==> src/rtl/dmem_arb_pkg.sv <==
// Shared types for the data-memory port arbiter: FSM state, port ownership
// and the statistics counter width.
package dmem_arb_pkg;

  typedef enum logic {
    ARB         = 1'b0,
    HOST_LOCKED = 1'b1
  } arb_state_t;

  typedef enum logic [1:0] {
    OWN_NONE = 2'd0,
    OWN_CPU  = 2'd1,
    OWN_HOST = 2'd2
  } owner_t;

  localparam int STAT_W = 16;

endpackage

==> src/rtl/arb_sat_counter.sv <==
// Saturating up-counter with synchronous clear (clear wins over increment)
// and asynchronous active-high reset.
module arb_sat_counter #(
  parameter int          WIDTH = 4,
  parameter int unsigned MAX   = 15
) (
  input  logic             clk,
  input  logic             rst,
  input  logic             inc,
  input  logic             clr,
  output logic [WIDTH-1:0] count
);

  localparam logic [WIDTH-1:0] MAX_V = WIDTH'(MAX);

  logic [WIDTH-1:0] count_q, count_d;

  always_comb begin
    count_d = count_q;
    if (clr) begin
      count_d = '0;
    end else if (inc && (count_q != MAX_V)) begin
      count_d = count_q + 1'b1;
    end
  end

  always_ff @(posedge clk or posedge rst) begin
    if (rst) begin
      count_q <= '0;
    end else begin
      count_q <= count_d;
    end
  end

  assign count = count_q;

endmodule

==> src/rtl/dmem_port_arbiter.sv <==
// Arbitrates the single data memory between the CPU port (priority) and a
// host/debug port with starvation guarantee and bounded locking.
// Optional statistics outputs are built when DMEM_ARB_STATS_EN is defined.
module dmem_port_arbiter
  import dmem_arb_pkg::*;
#(
  parameter int ADDR_W       = 4,
  parameter int DATA_W       = 8,
  parameter int STARVE_LIMIT = 3,
  parameter int LOCK_MAX     = 8
) (
  input  logic              clk,
  input  logic              reset,
  input  logic              cpu_req,
  input  logic              cpu_we,
  input  logic [ADDR_W-1:0] cpu_addr,
  input  logic [DATA_W-1:0] cpu_wdata,
  output logic [DATA_W-1:0] cpu_rdata,
  output logic              cpu_stall,
  input  logic              host_req,
  input  logic              host_we,
  input  logic              host_lock,
  input  logic [ADDR_W-1:0] host_addr,
  input  logic [DATA_W-1:0] host_wdata,
  output logic              host_ready,
  output logic              host_rvalid,
  output logic [DATA_W-1:0] host_rdata,
  output logic              mem_we,
  output logic [ADDR_W-1:0] mem_addr,
  output logic [DATA_W-1:0] mem_wdata,
  input  logic [DATA_W-1:0] mem_rdata,
  output arb_state_t        dbg_state
`ifdef DMEM_ARB_STATS_EN
  ,
  output logic [STAT_W-1:0] stat_stall_cnt,
  output logic [STAT_W-1:0] stat_host_cnt
`endif
);

  localparam int STARVE_W = 4;
  localparam int LOCK_W   = 8;

  arb_state_t          state_q, state_d;
  owner_t              owner;
  logic                grant_host, grant_cpu;
  logic [STARVE_W-1:0] starve_cnt;
  logic [LOCK_W-1:0]   lock_cnt;
  logic                host_rvalid_q, host_rvalid_d;
  logic [DATA_W-1:0]   host_rdata_q, host_rdata_d;

  // starve_cnt tracks consecutive denied host cycles; any grant or a dropped
  // request restarts the count.
  arb_sat_counter #(.WIDTH(STARVE_W), .MAX(STARVE_LIMIT)) u_starve_cnt (
    .clk   (clk),
    .rst   (reset),
    .inc   (host_req & ~grant_host),
    .clr   (grant_host | ~host_req),
    .count (starve_cnt)
  );

  // lock_cnt is held at zero in ARB so every lock episode starts fresh.
  arb_sat_counter #(.WIDTH(LOCK_W), .MAX(LOCK_MAX - 1)) u_lock_cnt (
    .clk   (clk),
    .rst   (reset),
    .inc   (state_q == HOST_LOCKED),
    .clr   (state_q == ARB),
    .count (lock_cnt)
  );

  always_ff @(posedge clk or posedge reset) begin
    if (reset) begin
      state_q <= ARB;
    end else begin
      state_q <= state_d;
    end
  end

  always_comb begin
    state_d = state_q;
    unique case (state_q)
      ARB: begin
        if (grant_host && host_lock) state_d = HOST_LOCKED;
      end
      HOST_LOCKED: begin
        if ((grant_host && !host_lock) || !host_req ||
            (lock_cnt == LOCK_W'(LOCK_MAX - 1))) begin
          state_d = ARB;
        end
      end
      default: state_d = ARB;
    endcase
  end

  // Grants are gated by reset so nothing reaches the memory while reset is held.
  always_comb begin
    grant_host = 1'b0;
    grant_cpu  = 1'b0;
    if (!reset) begin
      unique case (state_q)
        ARB: begin
          grant_host = host_req & (~cpu_req | (starve_cnt == STARVE_W'(STARVE_LIMIT)));
          grant_cpu  = cpu_req & ~grant_host;
        end
        HOST_LOCKED: grant_host = host_req;
        default: ;
      endcase
    end

    owner = OWN_NONE;
    if (grant_host) owner = OWN_HOST;
    else if (grant_cpu) owner = OWN_CPU;

    mem_we    = 1'b0;
    mem_addr  = '0;
    mem_wdata = '0;
    unique case (owner)
      OWN_HOST: begin
        mem_we    = host_we;
        mem_addr  = host_addr;
        mem_wdata = host_wdata;
      end
      OWN_CPU: begin
        mem_we    = cpu_we;
        mem_addr  = cpu_addr;
        mem_wdata = cpu_wdata;
      end
      default: ;
    endcase

    cpu_stall  = ~reset & cpu_req & ~grant_cpu;
    host_ready = grant_host;
  end

  always_comb begin
    host_rvalid_d = grant_host & ~host_we;
    host_rdata_d  = host_rvalid_d ? mem_rdata : host_rdata_q;
  end

  always_ff @(posedge clk or posedge reset) begin
    if (reset) begin
      host_rvalid_q <= 1'b0;
      host_rdata_q  <= '0;
    end else begin
      host_rvalid_q <= host_rvalid_d;
      host_rdata_q  <= host_rdata_d;
    end
  end

  assign host_rvalid = host_rvalid_q;
  assign host_rdata  = host_rdata_q;
  assign cpu_rdata   = mem_rdata;
  assign dbg_state   = state_q;

`ifdef DMEM_ARB_STATS_EN
  arb_sat_counter #(.WIDTH(STAT_W), .MAX(16'hFFFF)) u_stat_stall (
    .clk   (clk),
    .rst   (reset),
    .inc   (cpu_stall),
    .clr   (1'b0),
    .count (stat_stall_cnt)
  );

  arb_sat_counter #(.WIDTH(STAT_W), .MAX(16'hFFFF)) u_stat_host (
    .clk   (clk),
    .rst   (reset),
    .inc   (grant_host),
    .clr   (1'b0),
    .count (stat_host_cnt)
  );
`endif

endmodule
==> config.mk <==
export PLATFORM = sky130hd
export DESIGN_NAME = dmem_port_arbiter
export DESIGN_NICKNAME = d
export VERILOG_FILES = /design/src/rtl/dmem_arb_pkg.sv /design/src/rtl/arb_sat_counter.sv /design/src/rtl/dmem_port_arbiter.sv
export SDC_FILE = /design/constraint.sdc
export NUM_CORES = 1
export LEC_CHECK = 0
export CAP_MARGIN = 20
export CORE_MARGIN = 8
export CORE_UTILIZATION = 37
export CTS_CLUSTER_DIAMETER = 100
export DETAILED_ROUTE_END_ITERATION = 8
export PLACE_DENSITY = 0.76
export SLEW_MARGIN = 30
export SYNTH_ARGS = -nofsm -noshare
export SYNTH_HDL_FRONTEND = slang
export SYNTH_HIERARCHICAL = 1
export SYNTH_SLANG_ARGS = --single-unit
==> constraint.sdc <==
create_clock -name clk -period 1.76 [get_ports clk]
set_input_delay 0.352 -clock clk [delete_from_list [all_inputs] [get_ports clk]]
set_output_delay 0.352 -clock clk [all_outputs]
set_load 0.1 [all_outputs]
==> metrics.txt, run 1 <==
Chip Width 80.8 µm; CTS Sinks 22; hold crit path type in -> async; IO Count 72; Post-Syn Instances 168; Primary FF master, synth dfrtp_1; GRT overflow 0; Worst-Skew Late Latency 270 ps; largest net degree at the start of global routing 19; Clock Skew 6.96 ps; EDFF count, synth 0; max-cap violations 0; area of the multi-input gates 1130 µm²; Layout fillers 223; Final period util 1.17; RePlAce Congestion 0.856; number of synthesized register bits 22; syn_nets 209; crit end category output pin; Required @ worst endpoint 1410 ps; ys async rst share 1.00; final setup fails 15; # diodes 0; Layout Utilization 0.790; Die H 80.8 µm; hold_buf cts 0; fin nets 293; vias in the first global route 1766; outcome finished, violations left; final-report max-slew violation count 0; Slew @ Worst Pin 340 ps; DRC 0; die area 6530 µm²; Starting Density 0.385; Num CTS Buffers 3; Peak VDD IR 0.440 mV; P_leak 1.25 nW; Critical Path Source Type flop; Total Routing Usage GR 0.176; initial antenna violation count 0; worst setup path class reg -> out; top achievable clock speed 485 MHz; R2R setup slack 30 ps; P&R area growth vs syn 105%; RSZ-0062 raised after global routing true; 1st-iter DRT viols 102; worst slack, placed -410 ps; HPWL Detailed 4190 µm; sequential-to-total area share from yosys stat 0.355; Core ar. 4030 µm²; Finished Layout Cells 301; Synthesis Warnings 6; routed len/inst 19.8 µm; Register Area 554 µm²; failing checks negative setup slack; pwr dens 732 nW/µm²; via/cell ratio 5.82; Setup WS post-layout -303 ps; post-route ant nets 0; Pre-Repair DR Iteration Count 4; first-pass GRT wire length 9140 µm; Slew headroom 0.772; # placed instances 292; Setup TNS -3700 ps; layout cells sized above 1 0.462; vias 1752; CTS Root Cell clkbuf_8; Period minus WS final 2060 ps; post-synthesis cell area 1550 µm²; worst endpoint data arrival time 1710 ps; # rows 23; htree depth 1; Tot Pwr 2.33 mW; Worst-path clk slew 80 ps; CP max FO 4; CTS tree yes; synth unique cells 41; syn avg cell area 9.24 µm²; Final Hold Viols 0; total routed wirelength 5970 µm; Max Root-Sink Buffers 2; # port buffers 71
## through the flow
step,instance area (µm²),hold slack [ps]
finish,3180,257
global placement,2910,527
CTS,3110,261
detailed placement,2910,544
global route,3180,282
floorplan,1740,118
## cell type report
class / count / share of cell area
Timing Repair Buffer: 101 / 0.417
Multi-Input combinational cell: 116 / 0.355
Sequential cell: 22 / 0.174
Tap cell: 50 / 0.0197
Clock buffer: 3 / 0.0130
Inverter: 8 / 0.0114
Clock inverter: 1 / 0.00943
## power breakdown
part / internal [mW] / switching [mW]
combinational: 0.491 / 0.770
sequential: 0.553 / 0.0477
clock: 0.304 / 0.166
## sequential cells by signal, summed over array words and instances, names as in the netlist
register and cells:
host_rdata 8, u_lock_cnt/count 8, host_rvalid 1, u_starve_cnt/count 4, dbg_state 1
## cells in the mapped netlist (2+ instances only)
master      n  share of area
nand2b_1    5          0.020
nor2_1      9          0.022
nand2_1     6          0.015
nor3_1      2         0.0064
or3_1       2         0.0081
dfrtp_1    22           0.35
buf_2       6          0.019
buf_4       8          0.039
inv_1       8          0.019
xor2_1      2          0.011
ha_1        2          0.016
mux2i_1     2          0.013
clkbuf_1    5          0.012
a21oi_1    19          0.061
nor2b_1     2         0.0081
nand3_1     3         0.0097
a31oi_1     2         0.0081
nand4_1     3          0.012
o21ai_0     3         0.0097
mux2_4      2          0.019
buf_1       3         0.0073
o211ai_1   14          0.068
o2111ai_1  13          0.073
mux2_2      7          0.051
mux2_1      2          0.015
## cell usage in the layout, fill, tap and decap left out, types with 4 or more instances in the layout
| master | synthesis | final |
|---|---|---|
| mux2_2 | 7 | 7 |
| dfrtp_1 | 22 | 21 |
| a21oi_1 | 19 | 6 |
| buf_12 | 0 | 37 |
| buf_4 | 8 | 22 |
| a21oi_4 | 0 | 13 |
| nand2_1 | 6 | 6 |
| nand2b_1 | 5 | 4 |
| clkdlybuf4s50_1 | 0 | 35 |
| o211ai_1 | 14 | 14 |
| inv_1 | 8 | 6 |
| o2111ai_2 | 0 | 13 |
| nor2_1 | 9 | 8 |
## cell families (layout without fill, tap and decap cells)
| group | Yosys count | after routing | share of synthesized area |
|---|---|---|---|
| compound gates | 57 | 57 | 0.260 |
| simple gates | 42 | 42 | 0.164 |
| buf+inv | 30 | 113 | 0.0967 |
| flops | 22 | 22 | 0.355 |
| mux | 13 | 13 | 0.0975 |
| fa+ha+maj | 2 | 2 | 0.0161 |
| xor+xnor | 2 | 2 | 0.0113 |
## repair_timing
action | 4_1_cts | 5_1_grt
pin swaps | 9 | 8
endpoints found under the hold margin | 0 | 0
endpoints found under the setup margin | 24 | 27
setup buffers | 2 | 3
resized for setup | 22 | 8
## worst paths after layout
| kind | startpoint | end | cells past startpoint |
|---|---|---|---|
| min reg2reg | host_rdata[6] | host_rdata[6] | 1 |
| max | u_starve_cnt/count[3] | mem_addr[2] | 5 |
| max reg2reg | u_starve_cnt/count[1] | u_starve_cnt/count[0] | 6 |
| max in group asynchronous | reset | u_lock_cnt/count[1] | 3 |
| min in group clk | host_rdata[6] | host_rdata[6] | 1 |
| min | reset | host_rdata[1] | 3 |
## layer usage
metal / vias up / global-route usage / wire [µm] / share of wire
li1: 794 / - / - / -
met1: 853 / 0.203 / 2230 / 0.37
met2: 80 / 0.307 / 3110 / 0.52
met3: 25 / 0.0397 / 345 / 0.058
met4: 0 / 0.0714 / 274 / 0.046
met5: - / 0 / 0 / 0
## worst max-delay path: stages (launching register included)
cell,delay (ps)
dfrtp_1,390
and4bb_2,340
buf_4,160
o211ai_1,170
a21oi_4,190
buf_12,190
Power figures use the tool's default switching activity.
==> inputs of run 2 (changes only) <==
--- a/config.mk
+++ b/config.mk
@@ -10,7 +10,8 @@
 export CORE_UTILIZATION = 37
 export CTS_CLUSTER_DIAMETER = 100
 export DETAILED_ROUTE_END_ITERATION = 8
-export PLACE_DENSITY = 0.76
+export PLACE_DENSITY = 0.79
+export SETUP_SLACK_MARGIN = 0.1
 export SLEW_MARGIN = 30
 export SYNTH_ARGS = -nofsm -noshare
 export SYNTH_HDL_FRONTEND = slang
==> run 2 against run 1 <==
Against the previous run: the flow still finishes with violations (negative setup slack); clock power shrank 33%; via count grew 5.4%; sequential share of layout area shrank 0.35 points; non-clock buffer count grew 5; clock skew grew 6.7 ps; critical endpoint is now mem_addr[1]; largest power group unchanged.
==> metrics.txt, run 2 (synthesis results as in run 1) <==
P&R area growth vs syn 109% (was 105%); most frequent cells in the layout buf_12 (38), clkdlybuf4s50_1 (36), buf_4 (26), dfrtp_1 (21), o211ai_1 (14) (was buf_12 (37), clkdlybuf4s50_1 (35), buf_4 (22), dfrtp_1 (21), o211ai_1 (14)); GRT overflow 0 (unchanged); hold_buf cts 0 (unchanged); post-route cell area 3250 µm² (was 3180 µm²); htree depth 1 (unchanged); critical path endpoint mem_addr[1] (was mem_addr[2]); Period minus WS final 2070 ps (was 2060 ps); Worst Setup SP u_starve_cnt/count[2] (was u_starve_cnt/count[3]); Core ar. 4030 µm² (unchanged); RR Startpoint dbg_state (was u_starve_cnt/count[1]); P_leak 1.31 nW (was 1.25 nW); # diodes 0 (unchanged); worst setup path class reg -> out (unchanged); max-cap violations 0 (unchanged); Slew headroom 0.734 (was 0.772); 1st-iter DRT viols 218 (was 102); Die H 80.8 µm (unchanged); Total Routing Usage GR 0.189 (was 0.176); largest net degree at the start of global routing 16 (was 19); final hold slack 153 ps (was 257 ps); most common cell after layout, fill and taps aside buf_12 (unchanged); first-pass GRT wire length 9850 µm (was 9140 µm); Slowest cell on crit path dfrtp_1 (unchanged); Starting Density 0.385 (unchanged); Layout fillers 208 (was 223); Chip Width 80.8 µm (unchanged); Required @ worst endpoint 1410 ps (about the same); area of the multi-input gates 1170 µm² (was 1130 µm²); pwr dens 685 nW/µm² (was 732 nW/µm²); Register Area 554 µm² (unchanged); Slew @ Worst Pin 399 ps (was 340 ps); DRC 0 (unchanged); CTS Root Cell clkbuf_8 (unchanged); die area 6530 µm² (unchanged); Slowest Stage Delay on Critical Path 410 ps (was 390 ps); via/cell ratio 6.04 (was 5.82); vias in the first global route 1920 (was 1766); r2r endpoint u_starve_cnt/count[1] (was u_starve_cnt/count[0]); Pre-Repair DR Iteration Count 4 (unchanged); failing checks negative setup slack (unchanged); Worst-Skew Late Latency 260 ps (was 270 ps); Critical Path Source Type flop (unchanged); initial antenna violation count 0 (unchanged); R2R cell count 7 (was 6); # port buffers 71 (unchanged); post-route ant nets 0 (unchanged); R2R setup slack 10 ps (was 30 ps); Num CTS Buffers 3 (unchanged); CTS tree yes (unchanged); crit end category output pin (unchanged); Final Hold Viols 0 (unchanged); # rows 23 (unchanged); Clock Skew 13.7 ps (was 6.96 ps); outcome finished, violations left (unchanged); total routed wirelength 6710 µm (was 5970 µm); Worst path most repeated cell buf_12; layout cells sized above 1 0.461 (was 0.462); Setup TNS -4130 ps (was -3700 ps); IO Count 72 (unchanged); CP cell instances and4bb_4, buf_12, o211ai_1, a21oi_4, buf_12 (was and4bb_2, buf_4, o211ai_1, a21oi_4, buf_12); CP max FO 7 (was 4); placed instance area 2970 µm² (was 2910 µm²); worst slack, placed -314 ps (was -410 ps); RePlAce Congestion 0.783 (was 0.856); RSZ-0062 raised after global routing true (unchanged); Worst-path clk slew 80 ps (about the same); Final period util 1.17 (about the same); Setup WS post-layout -307 ps (was -303 ps); hold crit path type in -> async (unchanged); fin nets 298 (was 293); routed len/inst 21.9 µm (was 19.8 µm); worst endpoint data arrival time 1710 ps (about the same); CTS Sinks 22 (unchanged); top achievable clock speed 484 MHz (was 485 MHz); final setup fails 15 (unchanged); HPWL Detailed 4410 µm (was 4190 µm); Max Root-Sink Buffers 2 (unchanged); final-report max-slew violation count 0 (unchanged); vias 1847 (was 1752); Peak VDD IR 0.395 mV (was 0.440 mV)
-- run 2: cell count changes in the layout (fill, tap and decap cells not counted), sizes merged --
cell and delta:
clkinv +1, dlygate4sd2 -1, clkdlybuf4s50 +1, bufinv -1
clkbuf +2, clkinvlp -1, buf +4
-- run 2: how the worst min path moves through the flow --
stage	endpoint	slack, ps	depth (start not counted)
6_report	u_starve_cnt/count[0]	150	2
5_1_grt	u_starve_cnt/count[2]	180	2
4_1_cts	u_starve_cnt/count[0]	150	2
3_5_place_dp	u_starve_cnt/count[0]	420	2
3_3_place_gp	u_starve_cnt/count[0]	420	2
2_1_floorplan	u_starve_cnt/count[0]	120	1
-- run 2: stage by stage --
stage                     power [mW]  utilization  instances
after floorplan                 1.33            -        168
after global placement          1.83        0.736        296
after detailed placement        1.85        0.736        296
after CTS                       2.20        0.791        304
after global routing            2.28        0.806        306
final                           2.23        0.806        306
-- run 2: power by group --
group / leakage, nW / total (mW) / switching, mW / internal, mW
registers: 0.288 / 0.609 / 0.0563 / 0.553
clock network: 0.0228 / 0.315 / 0.154 / 0.161
logic: 0.998 / 1.30 / 0.782 / 0.521
total: 1.31 / 2.23 / 0.992 / 1.23
-- run 2: repair_timing --
item                                    4_1_cts  5_1_grt
pin swaps                                    16        9
buffers inserted                              3        3
endpoints found under the setup margin       27       28
gates resized for setup                      24       12
gates cloned                                  1        0
-- run 2: critical path, delay by kind of cell (launching register included) --
kind	cells	cell delay [ps]
AO/OA/AOI/OAI	2	340
buffers and inverters	2	310
AND/OR/NAND/NOR	1	390
flip-flops	1	410
-- run 2: area by class of cell --
class / count / area share
multi-input combinational: 116 / 0.359
tap: 50 / 0.0193
timing repair buffer: 106 / 0.428
sequential: 22 / 0.171
inverter: 8 / 0.00963
clock buffer: 4 / 0.0139
-- run 2: routing by layer --
layer,share of wire,track usage,routed length (µm)
met1,0.39,0.224,2620
met2,0.51,0.342,3400
met3,0.058,0.0188,392
met5,0,0,0
met4,0.044,0.0750,293
==> inputs of run 3 (changes only) <==
--- a/config.mk
+++ b/config.mk
@@ -9,6 +9,7 @@
 export CORE_MARGIN = 8
 export CORE_UTILIZATION = 37
 export CTS_CLUSTER_DIAMETER = 100
+export CTS_CLUSTER_SIZE = 10
 export DETAILED_ROUTE_END_ITERATION = 8
 export PLACE_DENSITY = 0.79
 export SETUP_SLACK_MARGIN = 0.1
==> results of run 3 <==
Final layout, timing and power as in run 2 (identical DEF).
